**src/rtl/mem_arbiter.sv**
```systemverilog
// Two-port memory arbiter: combinational grant to a single memory port, RD_LAT-cycle read return.
// Optional macro MEM_ARBITER_ROUND_ROBIN_EN enables round-robin arbitration; default is fixed priority to port 0.
//
// state   | meaning
// IDLE    | no read outstanding, arbitrating every cycle
// RD_WAIT | read outstanding; cnt counts down to the return cycle (cnt==0)
module mem_arbiter #(
  parameter int AW     = 32,
  parameter int DW     = 32,
  parameter int RD_LAT = 2
) (
  input  logic          clk_i,
  input  logic          rst_ni,
  input  logic          m0_req_i,
  input  logic          m0_we_i,
  input  logic [AW-1:0] m0_addr_i,
  input  logic [DW-1:0] m0_wdata_i,
  output logic          m0_gnt_o,
  output logic          m0_rvalid_o,
  output logic [DW-1:0] m0_rdata_o,
  input  logic          m1_req_i,
  input  logic          m1_we_i,
  input  logic [AW-1:0] m1_addr_i,
  input  logic [DW-1:0] m1_wdata_i,
  output logic          m1_gnt_o,
  output logic          m1_rvalid_o,
  output logic [DW-1:0] m1_rdata_o,
  output logic          mem_en_o,
  output logic          mem_we_o,
  output logic [AW-1:0] mem_addr_o,
  output logic [DW-1:0] mem_wdata_o,
  input  logic [DW-1:0] mem_rdata_i
);

  typedef enum logic {IDLE, RD_WAIT} state_t;

  localparam logic [2:0] LAT_M1 = 3'(RD_LAT - 1);

  state_t     state, state_nxt;
  logic [2:0] cnt, cnt_nxt;
  logic       owner, owner_nxt;
  logic       arb_ok, any_gnt, sel1, rd_done;

`ifdef MEM_ARBITER_ROUND_ROBIN_EN
  // ptr names the port favoured in the next conflict
  logic ptr;

  always_ff @(posedge clk_i or negedge rst_ni) begin
    if (!rst_ni) begin
      ptr <= 1'b0;
    end else if (any_gnt) begin
      ptr <= ~sel1;
    end
  end

  assign sel1 = (m0_req_i && m1_req_i) ? ptr : (m1_req_i && !m0_req_i);
`else
  assign sel1 = m1_req_i && !m0_req_i;
`endif

  // outputs are forced low while reset is held, even with requests pending
  assign arb_ok  = rst_ni && ((state == IDLE) || (cnt == 3'd0));
  assign any_gnt = arb_ok && (m0_req_i || m1_req_i);
  assign rd_done = rst_ni && (state == RD_WAIT) && (cnt == 3'd0);

  assign m0_gnt_o    = any_gnt && !sel1;
  assign m1_gnt_o    = any_gnt && sel1;
  assign mem_en_o    = any_gnt;
  assign mem_we_o    = any_gnt && (sel1 ? m1_we_i : m0_we_i);
  assign mem_addr_o  = any_gnt ? (sel1 ? m1_addr_i : m0_addr_i) : '0;
  assign mem_wdata_o = any_gnt ? (sel1 ? m1_wdata_i : m0_wdata_i) : '0;

  assign m0_rvalid_o = rd_done && !owner;
  assign m1_rvalid_o = rd_done && owner;
  assign m0_rdata_o  = mem_rdata_i;
  assign m1_rdata_o  = mem_rdata_i;

  always_ff @(posedge clk_i or negedge rst_ni) begin
    if (!rst_ni) begin
      state <= IDLE;
      cnt   <= 3'd0;
      owner <= 1'b0;
    end else begin
      state <= state_nxt;
      cnt   <= cnt_nxt;
      owner <= owner_nxt;
    end
  end

  always_comb begin
    state_nxt = state;
    cnt_nxt   = cnt;
    owner_nxt = owner;
    if (state == RD_WAIT) begin
      if (cnt != 3'd0) begin
        cnt_nxt = cnt - 3'd1;
      end else begin
        state_nxt = IDLE;
      end
    end
    // a read granted in the return cycle chains straight into a new wait
    if (any_gnt && !mem_we_o) begin
      state_nxt = RD_WAIT;
      cnt_nxt   = LAT_M1;
      owner_nxt = sel1;
    end
  end

endmodule

```
**config.mk**
```make
export PLATFORM = sky130hd
export DESIGN_NAME = mem_arbiter
export DESIGN_NICKNAME = d
export VERILOG_FILES = /design/src/rtl/mem_arbiter.sv
export SDC_FILE = /design/constraint.sdc
export NUM_CORES = 1
export LEC_CHECK = 0
export ABC_CLOCK_PERIOD_IN_PS = 4300
export BUFFER_PORTS_ARGS = -buffer_cell sky130_fd_sc_hd__buf_2
export CORE_AREA = 4 4 113 115
export DETAILED_ROUTE_END_ITERATION = 16
export DIE_AREA = 0 0 117 119
export GPL_TIMING_DRIVEN = 0
export MAX_ROUTING_LAYER = met4
export PLACE_DENSITY_LB_ADDON = 0.05
export RECOVER_POWER = 50
export REMOVE_ABC_BUFFERS = 1
export SETUP_SLACK_MARGIN = 0.02
export SLEW_MARGIN = 5
export SYNTH_ARGS = -nofsm -noshare
export SYNTH_HDL_FRONTEND = slang
export SYNTH_SLANG_ARGS = --single-unit
```
**constraint.sdc**
```tcl
create_clock -name clk_i -period 4.3 [get_ports clk_i]
set_input_delay 0.43 -clock clk_i [delete_from_list [all_inputs] [get_ports clk_i]]
set_output_delay 0.43 -clock clk_i [all_outputs]
set_load 0.005 [all_outputs]
```
==> reports/metrics.yaml <==
status: "completed"
multi_input_area_sq_um: 746
cts_resized: 0
wl_met3_mm: 2.29
fin_nets: 478
slew_violations: 0
io_buffers: 203
slowest_delay_ps: 630
die_area_sq_um: 13900
grt_pass1_wl_mm: 14.8
leakagePower_nw: 1.34
gp_congestion: 0.739
sw_frac_of_total: 0.385
switchingPower_mw: 0.269
track_usage: 0.155
io_pins: 300
crit_family: "simple AND/OR/NAND/NOR gates"
synth_simple_gate_area_frac: 0.0525
dpl.hpwl_mm: 10.2
ys_async_sr_fraction: 1.00
wl_per_cell_um: 25.6
grt_pass1_vias: 1919
seqCellArea_sq_um: 125
internal_power_mw: 0.430
arrival_ps: 2640
post_synth_fa_ha_maj_area_fraction: 0.0167
period_minus_slack_ps: 3070
grt_max_degree: 44
fin_setup_tns_ps: 0
ys.flop_type: "dfrtp_1"
maxCapViolations: 0
yosysTopAreaCell: "a22o_1"
cts.sinks: 5
path_cells: "inv_1 -> ha_1 -> ha_1 -> nor2b_1 -> nor3b_4 -> buf_6 -> buf_8 -> a22o_1 -> buf_2"
synth_compound_area_frac: 0.410
cp-end-kind: "output pin"
route.detailed.drc: 0
top_layer_used: "met4"
synth_top_area_frac: 0.373
grt_overflow_total: 0
combPwrFrac: 0.666
rows: 40
synth_area_sq_um: 1500
die_h_um: 119
yosys-top-cells-count: "a22o_1, buf_4, buf_6, dfrtp_1"
ctsHoldBuffers: 0
drive_gt1_frac: 0.680
path_buf_inv: 4
ctsLongestPathBuffers: 2
synth_seq_area_share: 0.0833
avgSynthCellArea_sq_um: 8.53
total_power_mw: 0.699
cp_data_required_time_ps: 3870
wl_mm: 11.7
pwr-share-seq: 0.114
peakVddDrop_uv: 284
clock_latency_ps: 230
vias: 1920
initial_core_util: 0.127
die_w_um: 117
synthXorXnorAreaFrac: 0.00583
fmax_mhz: 326
met2WireLength_mm: 4.57
postRouteAntennaNets: 0
clkPwrFrac: 0.220
synthTopCellsByArea: "a22o_1, buf_4, dfrtp_1, buf_6, ha_1"
synthCells: 176
yosysWarnings: 0
yosysUniqueCellTypes: 22
cts_tree: "done"
rsz0062_at_grt: "false"
synth_seq_cells: 5
fin_hold_ws_ps: 162
cpMostUsedCell: "ha_1"
path_class: "reg2out"
drt_iter0_markers: 96
antenna_found_initial: 0
synth_mux_area_frac: 0.00667
setup_viol_count_final: 0
crit_slowest_cell: "nor3b_4"
ctsHtreeMaxLevel: 1
syn2layout_area_growth_pct: 49.0
fillCellCount: 1379
fin_worst_skew_ps: 1.62
final_area_sq_um: 2240
cts_inserted_buffers: 3
start_kind: "flop"
synth-edff-count: 0
hp-class: "in2async"
dr.pass1.iters: 4
fin_crit_sh: 0.713
wl_met1_mm: 4.70
coreArea_sq_um: 11800
clkSlewWorstSetupHoldPaths_ps: 30
synth_top_family_by_area: "buffers and inverters"
relSlewSlack: 0.528
antennaDiodeCount: 0
worst_pin_slew_ps: 707
cp_max_fo: 17
power_density_nw_per_um2: 312
hold_violations: 0
drt-vias-per-instance: 4.21
cts-root-buf: "clkbuf_16"
postCtsSetupBuffers: 0
placed_cell_area_sq_um: 2160
==> layer usage <==
layer | vias to the layer above | GRT usage
li1 | 862 | -
met1 | 852 | 0.186
met2 | 202 | 0.208
met3 | 4 | 0.124
met4 | 0 | 0.0194
met5 | - | -
==> flip-flops by register name, summed over array words and instances (netlist names) <==
signal / flops
state: 1
cnt: 3
owner: 1
==> cell type report <==
type                    count  share of cell area
inverters                   4             0.00671
repair buffers            208               0.487
multi-input cells          88               0.333
well taps                 147              0.0822
flip-flops and latches      5              0.0559
clock buffers               4              0.0352
==> power by group through the flow <==
| stage | Sequential [mW] | Combinational, mW | Clock, mW |
|---|---|---|---|
| after floorplan | 0.0778 | 0.230 | 0 |
| after global placement | 0.0800 | 0.464 | 0 |
| after detailed placement | 0.0801 | 0.476 | 0 |
| after CTS | 0.0800 | 0.479 | 0.157 |
| after global routing | 0.0833 | 0.522 | 0.160 |
| final | 0.0794 | 0.466 | 0.154 |
==> stage by stage <==
| step | utilization | worst slack, ps | cells |
|---|---|---|---|
| finish | 0.189 | 1230 | 456 |
| global route | 0.189 | 981 | 456 |
| CTS | 0.190 | 1160 | 456 |
| detailed placement | 0.183 | 1410 | 452 |
| global placement | 0.176 | -1150 | 447 |
| floorplan | - | 731 | 97 |
==> path summary, 6_finish.rpt <==
kind / cells after the start / from / to / slack, ps
setup reg to reg: 6 / cnt[0] / owner / 2450
min in group clk_i: 2 / m0_req_i / owner / 450
setup / recovery: 9 / cnt[0] / mem_wdata_o[6] / 1230
max in group asynchronous: 1 / rst_ni / cnt[2] / 3780
hold reg to reg: 2 / cnt[2] / cnt[2] / 560
hold / removal: 1 / rst_ni / state / 160
==> cell families after synthesis <==
group           after synthesis
mux                           1
simple gates                 13
compound gates               71
fa+ha+maj                     2
buf+inv                      83
flops                         5
xor+xnor                      1
==> placed cells by master, fill, tap and decap left out, drive strengths merged <==
| cell | Yosys | layout |
|---|---|---|
| buf | 78 | 205 |
| a22o | 64 | 64 |
| clkbuf | 1 | 7 |
| dfrtp | 5 | 5 |
| inv | 4 | 4 |
| nor2 | 4 | 4 |
| nand2b | 3 | 3 |
| nor2b | 2 | 2 |
| a21o | 2 | 2 |
| a221oi | 2 | 2 |
| ha | 2 | 2 |
| o211a | 1 | 1 |
| and3 | 1 | 1 |
| nor3b | 1 | 1 |
| mux2i | 1 | 1 |
| nand3 | 1 | 1 |
| xnor2 | 1 | 1 |
| o21ai | 1 | 1 |
| nand4b | 1 | 1 |
| a22oi | 1 | 1 |
Note: power is estimated with default switching activity, not from simulation.
